`src/rtl/controle_multiciclo.sv`:
```
// Multicycle MIPS control unit: Moore-decoded datapath controls, Mealy branch enable,
// configurable memory wait states and precise illegal-instruction/overflow exceptions.
module controle_multiciclo #(
    parameter int unsigned MEM_WAIT = 2
) (
    input  logic       clk,
    input  logic       reset,
    input  logic [5:0] OpCode,
    input  logic [5:0] funct,
    input  logic       Overflow,
    input  logic       Zero,
    output logic       PCWrite,
    output logic       MemCtrl,
    output logic       IRWrite,
    output logic       A_Control,
    output logic       B_Control,
    output logic       RegControl,
    output logic       ALUOutControl,
    output logic       EPCWrite,
    output logic       MDRWrite,
    output logic [1:0] IorD,
    output logic [1:0] ALUSrcA,
    output logic [1:0] ALUSrcB,
    output logic [2:0] RegDst,
    output logic [2:0] PCSource,
    output logic [2:0] ALUControl,
    output logic [3:0] DataSrc,
    output logic [1:0] ExcCause,
    output logic [6:0] estado
);

    typedef enum logic [6:0] {
        FETCH       = 7'd0,
        FETCH_WAIT  = 7'd1,
        FETCH_WB    = 7'd2,
        DECODE      = 7'd3,
        EXEC_R      = 7'd4,
        EXEC_I      = 7'd5,
        WB_R        = 7'd6,
        WB_I        = 7'd7,
        ADDR        = 7'd8,
        MEM_RD      = 7'd9,
        MEM_RD_WAIT = 7'd10,
        MDR_LD      = 7'd11,
        LW_WB       = 7'd12,
        MEM_WR      = 7'd13,
        BRANCH      = 7'd14,
        JUMP        = 7'd15,
        EXC         = 7'd16
    } state_t;

    localparam logic [5:0] OP_R     = 6'b000000;
    localparam logic [5:0] OP_J     = 6'b000010;
    localparam logic [5:0] OP_BEQ   = 6'b000100;
    localparam logic [5:0] OP_BNE   = 6'b000101;
    localparam logic [5:0] OP_ADDI  = 6'b001000;
    localparam logic [5:0] OP_ADDIU = 6'b001001;
    localparam logic [5:0] OP_LW    = 6'b100011;
    localparam logic [5:0] OP_SW    = 6'b101011;
    localparam logic [5:0] F_ADD    = 6'b100000;
    localparam logic [5:0] F_SUB    = 6'b100010;
    localparam logic [5:0] F_AND    = 6'b100100;

    // Last count value of a wait phase; unused (but kept legal) when MEM_WAIT is 0.
    localparam int unsigned WAIT_LAST_I = (MEM_WAIT > 0) ? MEM_WAIT - 1 : 0;
    localparam logic [3:0]  WAIT_LAST   = 4'(WAIT_LAST_I);

    state_t     state, state_next;
    logic [3:0] wait_cnt, wait_cnt_next;
    logic [1:0] exc_cause, exc_cause_next;

    always_ff @(posedge clk or negedge reset) begin
        if (!reset) begin
            state     <= FETCH;
            wait_cnt  <= '0;
            exc_cause <= '0;
        end else begin
            state     <= state_next;
            wait_cnt  <= wait_cnt_next;
            exc_cause <= exc_cause_next;
        end
    end

    assign estado   = state;
    assign ExcCause = exc_cause;

    always_comb begin
        PCWrite        = 1'b0;
        MemCtrl        = 1'b0;
        IRWrite        = 1'b0;
        A_Control      = 1'b0;
        B_Control      = 1'b0;
        RegControl     = 1'b0;
        ALUOutControl  = 1'b0;
        EPCWrite       = 1'b0;
        MDRWrite       = 1'b0;
        IorD           = 2'b00;
        ALUSrcA        = 2'b00;
        ALUSrcB        = 2'b00;
        RegDst         = 3'b000;
        PCSource       = 3'b000;
        ALUControl     = 3'b000;
        DataSrc        = 4'b0000;
        state_next     = state;
        wait_cnt_next  = '0;
        exc_cause_next = exc_cause;

        case (state)
            FETCH: begin
                ALUSrcB    = 2'b01;
                ALUControl = 3'b001;
                state_next = (MEM_WAIT == 0) ? FETCH_WB : FETCH_WAIT;
            end
            FETCH_WAIT: begin
                ALUSrcB    = 2'b01;
                ALUControl = 3'b001;
                if (wait_cnt == WAIT_LAST) state_next = FETCH_WB;
                else                       wait_cnt_next = wait_cnt + 4'd1;
            end
            FETCH_WB: begin
                IRWrite    = 1'b1;
                PCWrite    = 1'b1;
                ALUSrcB    = 2'b01;
                ALUControl = 3'b001;
                state_next = DECODE;
            end
            DECODE: begin
                A_Control     = 1'b1;
                B_Control     = 1'b1;
                ALUOutControl = 1'b1;
                ALUSrcB       = 2'b11;
                ALUControl    = 3'b001;
                case (OpCode)
                    OP_R: begin
                        if (funct inside {F_ADD, F_SUB, F_AND}) begin
                            state_next = EXEC_R;
                        end else begin
                            state_next     = EXC;
                            exc_cause_next = 2'b01;
                        end
                    end
                    OP_ADDI, OP_ADDIU: state_next = EXEC_I;
                    OP_LW, OP_SW:      state_next = ADDR;
                    OP_BEQ, OP_BNE:    state_next = BRANCH;
                    OP_J:              state_next = JUMP;
                    default: begin
                        state_next     = EXC;
                        exc_cause_next = 2'b01;
                    end
                endcase
            end
            EXEC_R: begin
                ALUSrcA       = 2'b01;
                ALUSrcB       = 2'b00;
                ALUOutControl = 1'b1;
                case (funct)
                    F_SUB:   ALUControl = 3'b010;
                    F_AND:   ALUControl = 3'b011;
                    default: ALUControl = 3'b001;
                endcase
                if (Overflow && (funct inside {F_ADD, F_SUB})) begin
                    state_next     = EXC;
                    exc_cause_next = 2'b10;
                end else begin
                    state_next = WB_R;
                end
            end
            EXEC_I: begin
                ALUSrcA       = 2'b01;
                ALUSrcB       = 2'b10;
                ALUControl    = 3'b001;
                ALUOutControl = 1'b1;
                if (Overflow && (OpCode == OP_ADDI)) begin
                    state_next     = EXC;
                    exc_cause_next = 2'b10;
                end else begin
                    state_next = WB_I;
                end
            end
            WB_R: begin
                RegControl = 1'b1;
                RegDst     = 3'b001;
                state_next = FETCH;
            end
            WB_I: begin
                RegControl = 1'b1;
                RegDst     = 3'b000;
                state_next = FETCH;
            end
            ADDR: begin
                ALUSrcA       = 2'b01;
                ALUSrcB       = 2'b10;
                ALUControl    = 3'b001;
                ALUOutControl = 1'b1;
                state_next    = (OpCode == OP_SW) ? MEM_WR : MEM_RD;
            end
            MEM_RD: begin
                IorD       = 2'b01;
                state_next = (MEM_WAIT == 0) ? MDR_LD : MEM_RD_WAIT;
            end
            MEM_RD_WAIT: begin
                IorD = 2'b01;
                if (wait_cnt == WAIT_LAST) state_next = MDR_LD;
                else                       wait_cnt_next = wait_cnt + 4'd1;
            end
            MDR_LD: begin
                MDRWrite   = 1'b1;
                IorD       = 2'b01;
                state_next = LW_WB;
            end
            LW_WB: begin
                RegControl = 1'b1;
                RegDst     = 3'b000;
                DataSrc    = 4'b0001;
                state_next = FETCH;
            end
            MEM_WR: begin
                IorD       = 2'b01;
                MemCtrl    = 1'b1;
                state_next = FETCH;
            end
            BRANCH: begin
                ALUSrcA    = 2'b01;
                ALUSrcB    = 2'b00;
                ALUControl = 3'b010;
                PCSource   = 3'b001;
                // Mealy: the PC update follows Zero in the same cycle.
                PCWrite    = (OpCode == OP_BNE) ? !Zero : Zero;
                state_next = FETCH;
            end
            JUMP: begin
                PCSource   = 3'b010;
                PCWrite    = 1'b1;
                state_next = FETCH;
            end
            EXC: begin
                ALUSrcA    = 2'b00;
                ALUSrcB    = 2'b01;
                ALUControl = 3'b010;
                EPCWrite   = 1'b1;
                PCSource   = 3'b011;
                PCWrite    = 1'b1;
                state_next = FETCH;
            end
            default: state_next = FETCH;
        endcase
    end

endmodule

```
`config.mk`:
```
export PLATFORM = sky130hd
export DESIGN_NAME = controle_multiciclo
export DESIGN_NICKNAME = d
export VERILOG_FILES = /design/src/rtl/controle_multiciclo.sv
export SDC_FILE = /design/constraint.sdc
export NUM_CORES = 1
export LEC_CHECK = 0
export BUFFER_PORTS_ARGS = -buffer_cell sky130_fd_sc_hd__buf_2
export CAP_MARGIN = 20
export CORE_ASPECT_RATIO = 0.6
export CORE_UTILIZATION = 50
export CTS_CLUSTER_SIZE = 16
export DETAILED_ROUTE_END_ITERATION = 6
export PLACE_DENSITY = 0.95
export SLEW_MARGIN = 20
export SYNTH_ARGS = -nofsm -noshare
export SYNTH_HDL_FRONTEND = slang
export SYNTH_SLANG_ARGS = --single-unit
```
`constraint.sdc`:
```
create_clock -name clk -period 4.2 [get_ports clk]
set_input_delay 1.26 -clock clk [delete_from_list [all_inputs] [get_ports clk]]
set_output_delay 1.26 -clock clk [all_outputs]
set_load 0.02 [all_outputs]
```
==> reports/results.txt <==
The flow ran to the end, and the final reports show no timing, DRC or antenna violations. Cell depth of the worst min-delay path: 1. Residual antenna-violating net count after detailed routing: 0. During synthesis, Yosys emitted a total of 0 warnings.

For the total number of vias, the log shows 1183. The cell count after synthesis is 146. TritonCTS built the clock tree. In this run the vertical extent of the chip is 38.4 µm.

The routability-driven placement congestion ratio was 0.897; the total routed wirelength was 2900 µm. The reg-to-reg critical path startpoint is estado[3]$_DFFE_PN0P_. The footprint of the flip-flops and latches was 275 µm². The global routing usage summed across all routing layers came out at 0.254. The post-cts gate resize count came out at 0. Slew at the pin closest to its max-slew limit: 0.654 ns. The first global-routing pass estimated 4620 µm of wire.

The run gives 0 as the number of remaining DRC errors. Post-CTS timing repair inserted 0 buffers for setup. The layout cell share with drive strength beyond 1 was 0.279; the worst setup slack after layout was 0.314 ns. Fraction of registers with async set/reset: 1.00. The starting density of the core was 0.562. The number of enable-type register cells in the synthesized netlist came out at 0. Compared with the post-synthesis result, the final layout area differs by 18.1%. After clock tree synthesis, the clock-pin slew on the worst setup and hold paths is 0.05 ns.

A synthesized cell averages 7.57 µm². Buffers placed on the I/O ports in this run total 41. The area of all placed cells without fillers was 1310 µm²; the final period demand of the worst path was 3.89 ns. Entering global routing, the biggest net connects 22 pins.

The via count of the first global-routing pass came out at 1009. The number of hold buffers added after CTS was 0. The critical path's slowest cell was nor4b_2.

Summing all placed instances gives a cell area of 1260 µm². Between clock sinks in the finished design, the worst skew comes to 0.000646 ns. Summed over all nets, the half-perimeter wirelength after detailed placement is 2290 µm. The number of hold-slack violations in the final timing report was 0.

The delay contributed by the slowest stage of the critical path came out at 0.35 ns. The run gives 0.655 nW as the standby leakage power. The critical path is of the in -> out type.

The top-level I/O count was 53; the number of H-tree levels was 1. The post-synth design cell area is 1100 µm². The number of fill cells in the layout was 181.

The most used flip-flop cell after synthesis is dfrtp_1. The tools report the end point of the worst hold path as ExcCause[1]$_DFFE_PN0P_. After detailed routing, the number of vias per cell comes to 5.61. For the area of the core, the log shows 1970 µm². After the first detailed-routing iteration, the DRC count stood at 147. The number of pins with negative max-slew slack in the final report was 0; the sequential area share after synthesis was 0.249.

Initial antenna violation count: 0. The floorplan step set the die width to 62.7 µm. The max-capacitance violation count is 0, and the maximum fanout along the worst path is 3. Worst-case reg-to-reg path depth: 5. For the final net count, the log shows 200.

The most common cell after layout, fill and taps aside was buf_2. The worst hold path belongs to the class reg -> reg. The utilization after layout is 0.663, and the largest buffer count on any clock path is 2. STA classifies the critical path endpoint as an output pin. The worst slew slack as a fraction of its limit was 0.564; the arrival time at the worst endpoint was 2.63 ns. The average wire per cell in the routed design was 13.8 µm.

The number of sinks driven by the clock tree is 11, and the insertion delay to the later sink of the worst-skew pair is 0.23 ns. The share of the cycle needed by the critical path after routing works out to 0.925. The power per cell area came out at 628 nW/µm². The floorplan has 12 rows.

In the layout the commonest cells are buf_2 (41), nor2_1 (22), nand2_1 (13). Synthesis inferred 11 register bits. TritonCTS created 3 clock buffers. Setup repair after global routing left no endpoint under its margin. Timing would allow up to 0.257 GHz.

The tools report the full die area as 2410 µm². The worst-case IR drop observed on VDD is 0.333 mV. The area of the multi-input gates came out at 726 µm². The antenna diode instance count was 0; the count of endpoints failing setup in the final report was 0. The tree is rooted in a clkbuf_8. The logs give 2.27 ns for the reg2reg setup slack and 2.94 ns for the endpoint required time on the critical path. The total negative slack for setup checks was 0 ns. The critical path goes through buf_2 -> nor4b_2 -> nor3b_1 -> a21oi_1 -> o21bai_1 -> a21oi_1 -> buf_2. The number of different library cells in the post-synthesis netlist came out at 44. The run gives 4 as the number of search-and-repair iterations in the first detailed-routing pass. The tools report the end of the worst register-to-register path as estado[4]$_DFFE_PN0P_. Prior to clock tree synthesis, the placed netlist has a worst setup slack of 0.322 ns. For this run the aggregate overflow at the end of global routing stands at 0. The tools report the launching element type of the critical path as a primary input. The tools report the startpoint of the most critical hold path as ExcCause[1]$_DFFE_PN0P_.
## synthesized netlist by cell type (2+ instances only)
library cell  count  area [µm²]
nor2_1           22        82.6
nand2_1          13        48.8
buf_4            12        90.1
a21oi_1          11        55.1
dfrtp_1          11         275
nand3_1           6        30.0
nor2b_1           6        37.5
o21ai_0           6        30.0
inv_1             5        18.8
xor2_1            4        35.0
a21o_1            3        22.5
clkbuf_1          3        11.3
mux2_2            3        33.8
nor3_1            3        15.0
nor3b_1           3        22.5
or3_1             3        18.8
and4_1            2        17.5
nand2b_1          2        12.5
o21ai_1           2        10.0
o31ai_1           2        15.0
## per-layer routing
metal | wire, µm | GRT usage | vias up
met5 | 0 | 0 | -
met4 | 17 | 0.0523 | 0
met3 | 285 | 0.0536 | 2
met2 | 1380 | 0.465 | 77
met1 | 1220 | 0.316 | 536
li1 | - | - | 568
## state kept, by name (all words and copies together) (netlist names)
register	count
estado	5
wait_cnt	4
ExcCause	2
## layout make-up
cell class	count	share of cell area
multi-input combinational	122	0.556
sequential	11	0.211
timing repair buffer	41	0.157
clock buffer	4	0.0345
tap	28	0.0268
inverter	5	0.0144
## worst max path at each step
stage                    from  slack (ns)             to  depth (start not counted)
floorplan           OpCode[1]        0.55        PCWrite                          5
global placement    OpCode[1]        0.32        PCWrite                          7
detailed placement  OpCode[1]        0.32        PCWrite                          7
CTS                 OpCode[1]        0.32        PCWrite                          7
global route         funct[0]        0.19  ALUControl[0]                          7
finish               funct[0]        0.31  ALUControl[0]                          7
## power by group
group          switching [mW]  internal (mW)
Clock                  0.0350         0.0662
Sequential             0.0890          0.128
Combinational           0.306          0.194
## cells by family after synthesis
logic type / synth area share
buffers and inverters: 0.128
multiplexers: 0.0396
XOR/XNOR: 0.0317
AO/OA/AOI/OAI: 0.229
other: 0.00339
AND/OR/NAND/NOR: 0.319
flip-flops: 0.249
## worst max-delay path, delay by kind of cell
kind / cells / cell delay (ns)
buf+inv: 2 / 0.29
compound gates: 3 / 0.40
simple gates: 2 / 0.67
## metrics by stage
| step | total power [mW] | cells | hold slack (ns) |
|---|---|---|---|
| 2_1_floorplan | 0.585 | 156 | 0.470 |
| 3_3_place_gp | 0.690 | 207 | 0.474 |
| 3_5_place_dp | 0.713 | 207 | 0.479 |
| 4_1_cts | 0.816 | 211 | 0.491 |
| 5_1_grt | 0.879 | 211 | 0.510 |
| 6_report | 0.819 | 211 | 0.489 |
Power figures use the tool's default switching activity.
